[src/rtl/spawn_scheduler.sv]
// Purpose: paces obstacle creation. It derives difficulty from time alive, runs a randomized frame delay, and picks lane and sprite.
// Latency: difficulty follows time_alive one cycle later; a request appears the cycle after the last delay frame.
// Backpressure: a request is held stable until spawn_ready accepts it, then one settle cycle passes before IDLE re-evaluates.
module spawn_scheduler #(
    parameter int MAX_OBSTACLES   = 10,
    parameter int MIN_GAP_FRAMES  = 8,
    parameter int WAIT_SHIFT      = 2,
    parameter int LANE_REPEAT_MAX = 2
) (
    input  logic        clk_in,
    input  logic        rst_in,
    input  logic        game_reset,
    input  logic        frame_trigger,
    input  logic [11:0] time_alive,
    input  logic [3:0]  active_count,
    input  logic [3:0]  random_num,
    input  logic [1:0]  random_lane,
    input  logic [1:0]  random_sprite,
    input  logic        spawn_ready,
    output logic        spawn_valid,
    output logic [1:0]  spawn_lane,
    output logic [1:0]  spawn_sprite,
    output logic [2:0]  speed,
    output logic [3:0]  target_active,
    output logic [15:0] spawns_total
);

    localparam logic [3:0] MAX_CNT = 4'(MAX_OBSTACLES);
    localparam logic [1:0] REP_MAX = 2'(LANE_REPEAT_MAX);
    localparam logic [6:0] GAP     = 7'(MIN_GAP_FRAMES);

    typedef enum logic [1:0] {
        ST_IDLE   = 2'd0,
        ST_WAIT   = 2'd1,
        ST_OFFER  = 2'd2,
        ST_SETTLE = 2'd3
    } state_t;

    state_t     state;
    logic [6:0] wait_cnt;
    logic [1:0] last_lane;
    logic [1:0] repeat_cnt;
    logic [1:0] cand_lane;
    logic [1:0] pick_lane;
    logic [6:0] wait_load;
    logic       clear;

    // Next lane in the 0..2 rotation.
    function automatic logic [1:0] lane_inc(input logic [1:0] l);
        return (l >= 2'd2) ? 2'd0 : l + 2'd1;
    endfunction

    assign clear     = rst_in | game_reset;
    assign wait_load = GAP + ({3'b000, random_num} << WAIT_SHIFT);

    // Lane choice: lane 3 rotates away from the last lane, and a lane used too often in a row is skipped.
    always_comb begin
        cand_lane = (random_lane == 2'd3) ? lane_inc(last_lane) : random_lane;
        pick_lane = cand_lane;
        if (cand_lane == last_lane && repeat_cnt == REP_MAX) begin
            pick_lane = lane_inc(cand_lane);
        end
    end

    // Difficulty table: the highest threshold reached sets the target count and scroll speed.
    always_ff @(posedge clk_in) begin
        if (clear) begin
            target_active <= 4'd0;
            speed         <= 3'd1;
        end else if (time_alive >= 12'd330) begin
            target_active <= 4'd10; speed <= 3'd7;
        end else if (time_alive >= 12'd300) begin
            target_active <= 4'd9;  speed <= 3'd7;
        end else if (time_alive >= 12'd270) begin
            target_active <= 4'd8;  speed <= 3'd7;
        end else if (time_alive >= 12'd240) begin
            target_active <= 4'd7;  speed <= 3'd6;
        end else if (time_alive >= 12'd210) begin
            target_active <= 4'd6;  speed <= 3'd6;
        end else if (time_alive >= 12'd180) begin
            target_active <= 4'd5;  speed <= 3'd5;
        end else if (time_alive >= 12'd150) begin
            target_active <= 4'd4;  speed <= 3'd5;
        end else if (time_alive >= 12'd120) begin
            target_active <= 4'd3;  speed <= 3'd4;
        end else if (time_alive >= 12'd60) begin
            target_active <= 4'd2;  speed <= 3'd3;
        end else if (time_alive >= 12'd30) begin
            target_active <= 4'd1;  speed <= 3'd2;
        end else begin
            target_active <= 4'd0;  speed <= 3'd1;
        end
    end

    // Spawn sequencer: IDLE -> WAIT (frame countdown) -> OFFER (handshake) -> SETTLE -> IDLE.
    always_ff @(posedge clk_in) begin
        if (clear) begin
            state        <= ST_IDLE;
            wait_cnt     <= 7'd0;
            last_lane    <= 2'd1;
            repeat_cnt   <= 2'd0;
            spawn_valid  <= 1'b0;
            spawn_lane   <= 2'd0;
            spawn_sprite <= 2'd0;
            spawns_total <= 16'd0;
        end else begin
            case (state)
                ST_IDLE: begin
                    if (active_count < target_active && active_count < MAX_CNT) begin
                        wait_cnt <= wait_load;
                        state    <= ST_WAIT;
                    end
                end
                ST_WAIT: begin
                    if (frame_trigger) begin
                        if (wait_cnt <= 7'd1) begin
                            wait_cnt     <= 7'd0;
                            spawn_valid  <= 1'b1;
                            spawn_lane   <= pick_lane;
                            spawn_sprite <= random_sprite;
                            state        <= ST_OFFER;
                        end else begin
                            wait_cnt <= wait_cnt - 7'd1;
                        end
                    end
                end
                ST_OFFER: begin
                    if (spawn_valid && spawn_ready) begin
                        spawn_valid <= 1'b0;
                        if (spawns_total != 16'hFFFF) begin
                            spawns_total <= spawns_total + 16'd1;
                        end
                        if (spawn_lane == last_lane) begin
                            if (repeat_cnt != REP_MAX) begin
                                repeat_cnt <= repeat_cnt + 2'd1;
                            end
                        end else begin
                            repeat_cnt <= 2'd1;
                            last_lane  <= spawn_lane;
                        end
                        state <= ST_SETTLE;
                    end
                end
                ST_SETTLE: begin
                    state <= ST_IDLE;
                end
                default: begin
                    spawn_valid <= 1'b0;
                    state       <= ST_IDLE;
                end
            endcase
        end
    end

endmodule
[config.mk]
export PLATFORM = sky130hd
export DESIGN_NAME = spawn_scheduler
export DESIGN_NICKNAME = d
export VERILOG_FILES = /design/src/rtl/spawn_scheduler.sv
export SDC_FILE = /design/constraint.sdc
export NUM_CORES = 1
export LEC_CHECK = 0
export CORE_MARGIN = 5
export CORE_UTILIZATION = 48
export DETAILED_ROUTE_END_ITERATION = 10
export GPL_TIMING_DRIVEN = 1
export PLACE_DENSITY = 0.83
export SKIP_LAST_GASP = 1
export SLEW_MARGIN = 20
export SYNTH_ARGS = -nofsm -noshare
export SYNTH_HDL_FRONTEND = slang
export SYNTH_SLANG_ARGS = --single-unit
[constraint.sdc]
create_clock -name clk_in -period 5.1 [get_ports clk_in]
set_input_delay 0.51 -clock clk_in [delete_from_list [all_inputs] [get_ports clk_in]]
set_output_delay 0.51 -clock clk_in [all_outputs]
set_load 0.01 [all_outputs]
==> impl_metrics.toml <==
[status]
outcome = "completed"

[global_routing]
grt_pass1_wl_um = 9597
track_usage_pct = 18.02
grt_overflow_total = 0
grt_pass1_vias = 2233
grt_start_max_net_pins = 35
antenna_found_initial = 0

[pwr]
power.density_nw_per_um2 = 208.6
peakVddDrop_uv = 140.2
p_total_w = 0.0006486
total_leakage_power_nw = 1.050

[drt]
drt_first_pass_iters = 4
dr_wl_met2_um = 2735
detail-route-antenna-nets = 0
dr_wl_met3_um = 253
drtIter0Drc = 96
routed_wl_um = 5667
num_vias = 2337
drc = 0
wl_per_cell_um = 13.49
wirelength_met1_um = 2566
top_layer_used = "met4"
via_per_inst = 5.564

[die]
io_pins = 57
rows = 26
die_w_um = 81.46
start_util_pct = 48.61
fp.dieH_um = 81.46
coreArea_um2 = 5042
dieArea_um2 = 6636

[final_layout]
stdcell_count = 420
seq_area_um2 = 820.8
final_cell_mix = "55 x clkdlybuf4s50_1, 41 x dfxtp_1, 34 x nor2_1"
utilization_pct = 61.66
n_antenna_cell = 0
multi_input_area_um2 = 1514
layout.nets = 389
n_fill_cell = 461
area_delta_synth_final_pct = 26.85
final_common_cell = "clkdlybuf4s50_1"
drive_gt1_share_pct = 6.571

[synth]
yosys.area.top_type = "dfxtp_1"
yosys_warnings = 0
netlist_top_cells_area = "dfxtp_1 33%, ha_1 5.6%, nor2_1 5.2%, a21oi_1 5.1%, xnor2_1 3.6%"
synthesis.area_um2 = 2451
postSynthCellCount = 301
synth.avg_cell_area_um2 = 8.143
synth-edff-count = 0
yosysSeqAreaShare_pct = 33.49
yosysUniqueCellTypes = 56
synth_top_area_share_pct = 33.49
synthFlopType = "dfxtp_1"
syn-num-nets = 341
async_reset_ff_share_pct = 0
ys_ff_latch = 41

[clock_network]
ctsHoldBuffers = 0
clockRootBuffer = "clkbuf_8"
insertion_delay_ps = 290
htree_levels = 2
cts_resized = 0
cts_setup_buffers = 0
cts_tree = "yes"
clk_pin_slew_ps = 80
numCtsBuffers = 5
cts_sinks = 41
cts_buffer_depth = 2

[setup_path]
path_class = "in -> reg"
critPathCaptureType = "flip-flop"
required_ps = 5320
worstPathMaxFanout = 14
worstPathArrival_ps = 2620
cp-start-kind = "input pin"

[placement]
detailedPlace.worstSlack_ps = 2180
place_congestion = 0.8955
place_hpwl_um = 4189
portBuffers = 55
dp_cells = 412

[sta]
fin_crit_sh_pct = 46.97
fin_setup_tns_ps = 0
drv_slew = 0
setup_viol = 0
slew_headroom_pct = 49.62
timing.fmax_mhz = 417.5
worst_pin_slew_ps = 752.9
layout_setup_ws_ps = 2705
rsz0062_at_grt = "no"
layout_min_cycle_time_ps = 2395
finalClockSkew_ps = 4.014
hold_viol = 0

[job]
maxCapViolCount = 0

[min_path]
hold_path_class = "reg -> reg"
[per-layer routing]
metal,vias to the layer above,GRT usage [%]
met3,11,2.961
li1,1192,-
met1,1079,21.88
met2,55,31.76
met4,0,6.757
met5,-,0
[final cells by class]
cell class	count	area share, %
clock inverter	1	0.2414
multi-input combinational	232	48.69
tap	70	2.817
timing repair buffer	55	17.71
clock buffer	7	2.455
sequential	41	26.40
inverter	14	1.690
[synthesized netlist by cell type, drive strengths merged (2+ instances only)]
cell	number
nand3b	3
buf	4
o22ai	4
or4	2
a21o	3
a211o	2
a31o	2
and4	2
dfxtp	41
inv	14
a2111oi	2
o21a	2
o211ai	4
or3	5
a21boi	4
xor2	3
a41o	2
o21ai	12
and3	4
and2	2
or2	2
clkbuf	10
nor4	6
o311a	2
nand3	11
nand2b	6
mux2i	4
xnor2	10
a31oi	5
a211oi	5
a21oi	26
nand4	6
nor2	34
nor3	11
o31ai	2
a41oi	2
ha	11
nand2	23
[state kept, by name (all words and copies together), names as in the netlist]
register,cells
last_lane,2
spawn_sprite,2
state,2
target_active,4
spawn_lane,2
spawns_total,16
wait_cnt,7
speed,3
spawn_valid,1
repeat_cnt,2
[metrics by stage]
stage | area (um2) | hold slack [ps]
finish | 3109 | 499.5
global route | 3109 | 531.1
CTS | 3109 | 499.5
detailed placement | 3025 | 486.8
global placement | 3025 | 465.5
floorplan | 2451 | 454.7
[kinds of logic (layout without fill, tap and decap cells)]
| group | Yosys count | count (layout) | share of synthesized area, % |
|---|---|---|---|
| compound gates | 82 | 82 | 23.74 |
| xor+xnor | 13 | 13 | 4.645 |
| fa+ha+maj | 11 | 11 | 5.615 |
| buf+inv | 28 | 77 | 4.747 |
| flops | 41 | 41 | 33.49 |
| mux | 5 | 5 | 2.093 |
| simple gates | 121 | 121 | 25.68 |
[critical path: stages]
cell,delay (ps)
clkdlybuf4s50_1,430
ha_1,320
a21o_1,160
a31oi_1,290
o21ai_1,340
or3_1,430
a21oi_1,140
[report_power, final]
| group | switching (W) | total (W) | internal (W) |
|---|---|---|---|
| sequential | 0.00000372 | 0.000328 | 0.000325 |
| combinational | 0.0000557 | 0.000109 | 0.0000531 |
| clock | 0.000114 | 0.000211 | 0.0000969 |
[worst paths after layout]
| kind | depth (start not counted) | end | start | slack, ps |
|---|---|---|---|---|
| worst max-delay path | 7 | wait_cnt[1] | active_count[2] | 2700 |
| worst min-delay path | 2 | wait_cnt[1] | wait_cnt[1] | 500 |
| worst max register to register | 7 | wait_cnt[6] | state[1] | 2890 |
| worst min register to register | 2 | wait_cnt[1] | wait_cnt[1] | 500 |
Note: power is estimated with default switching activity, not from simulation.
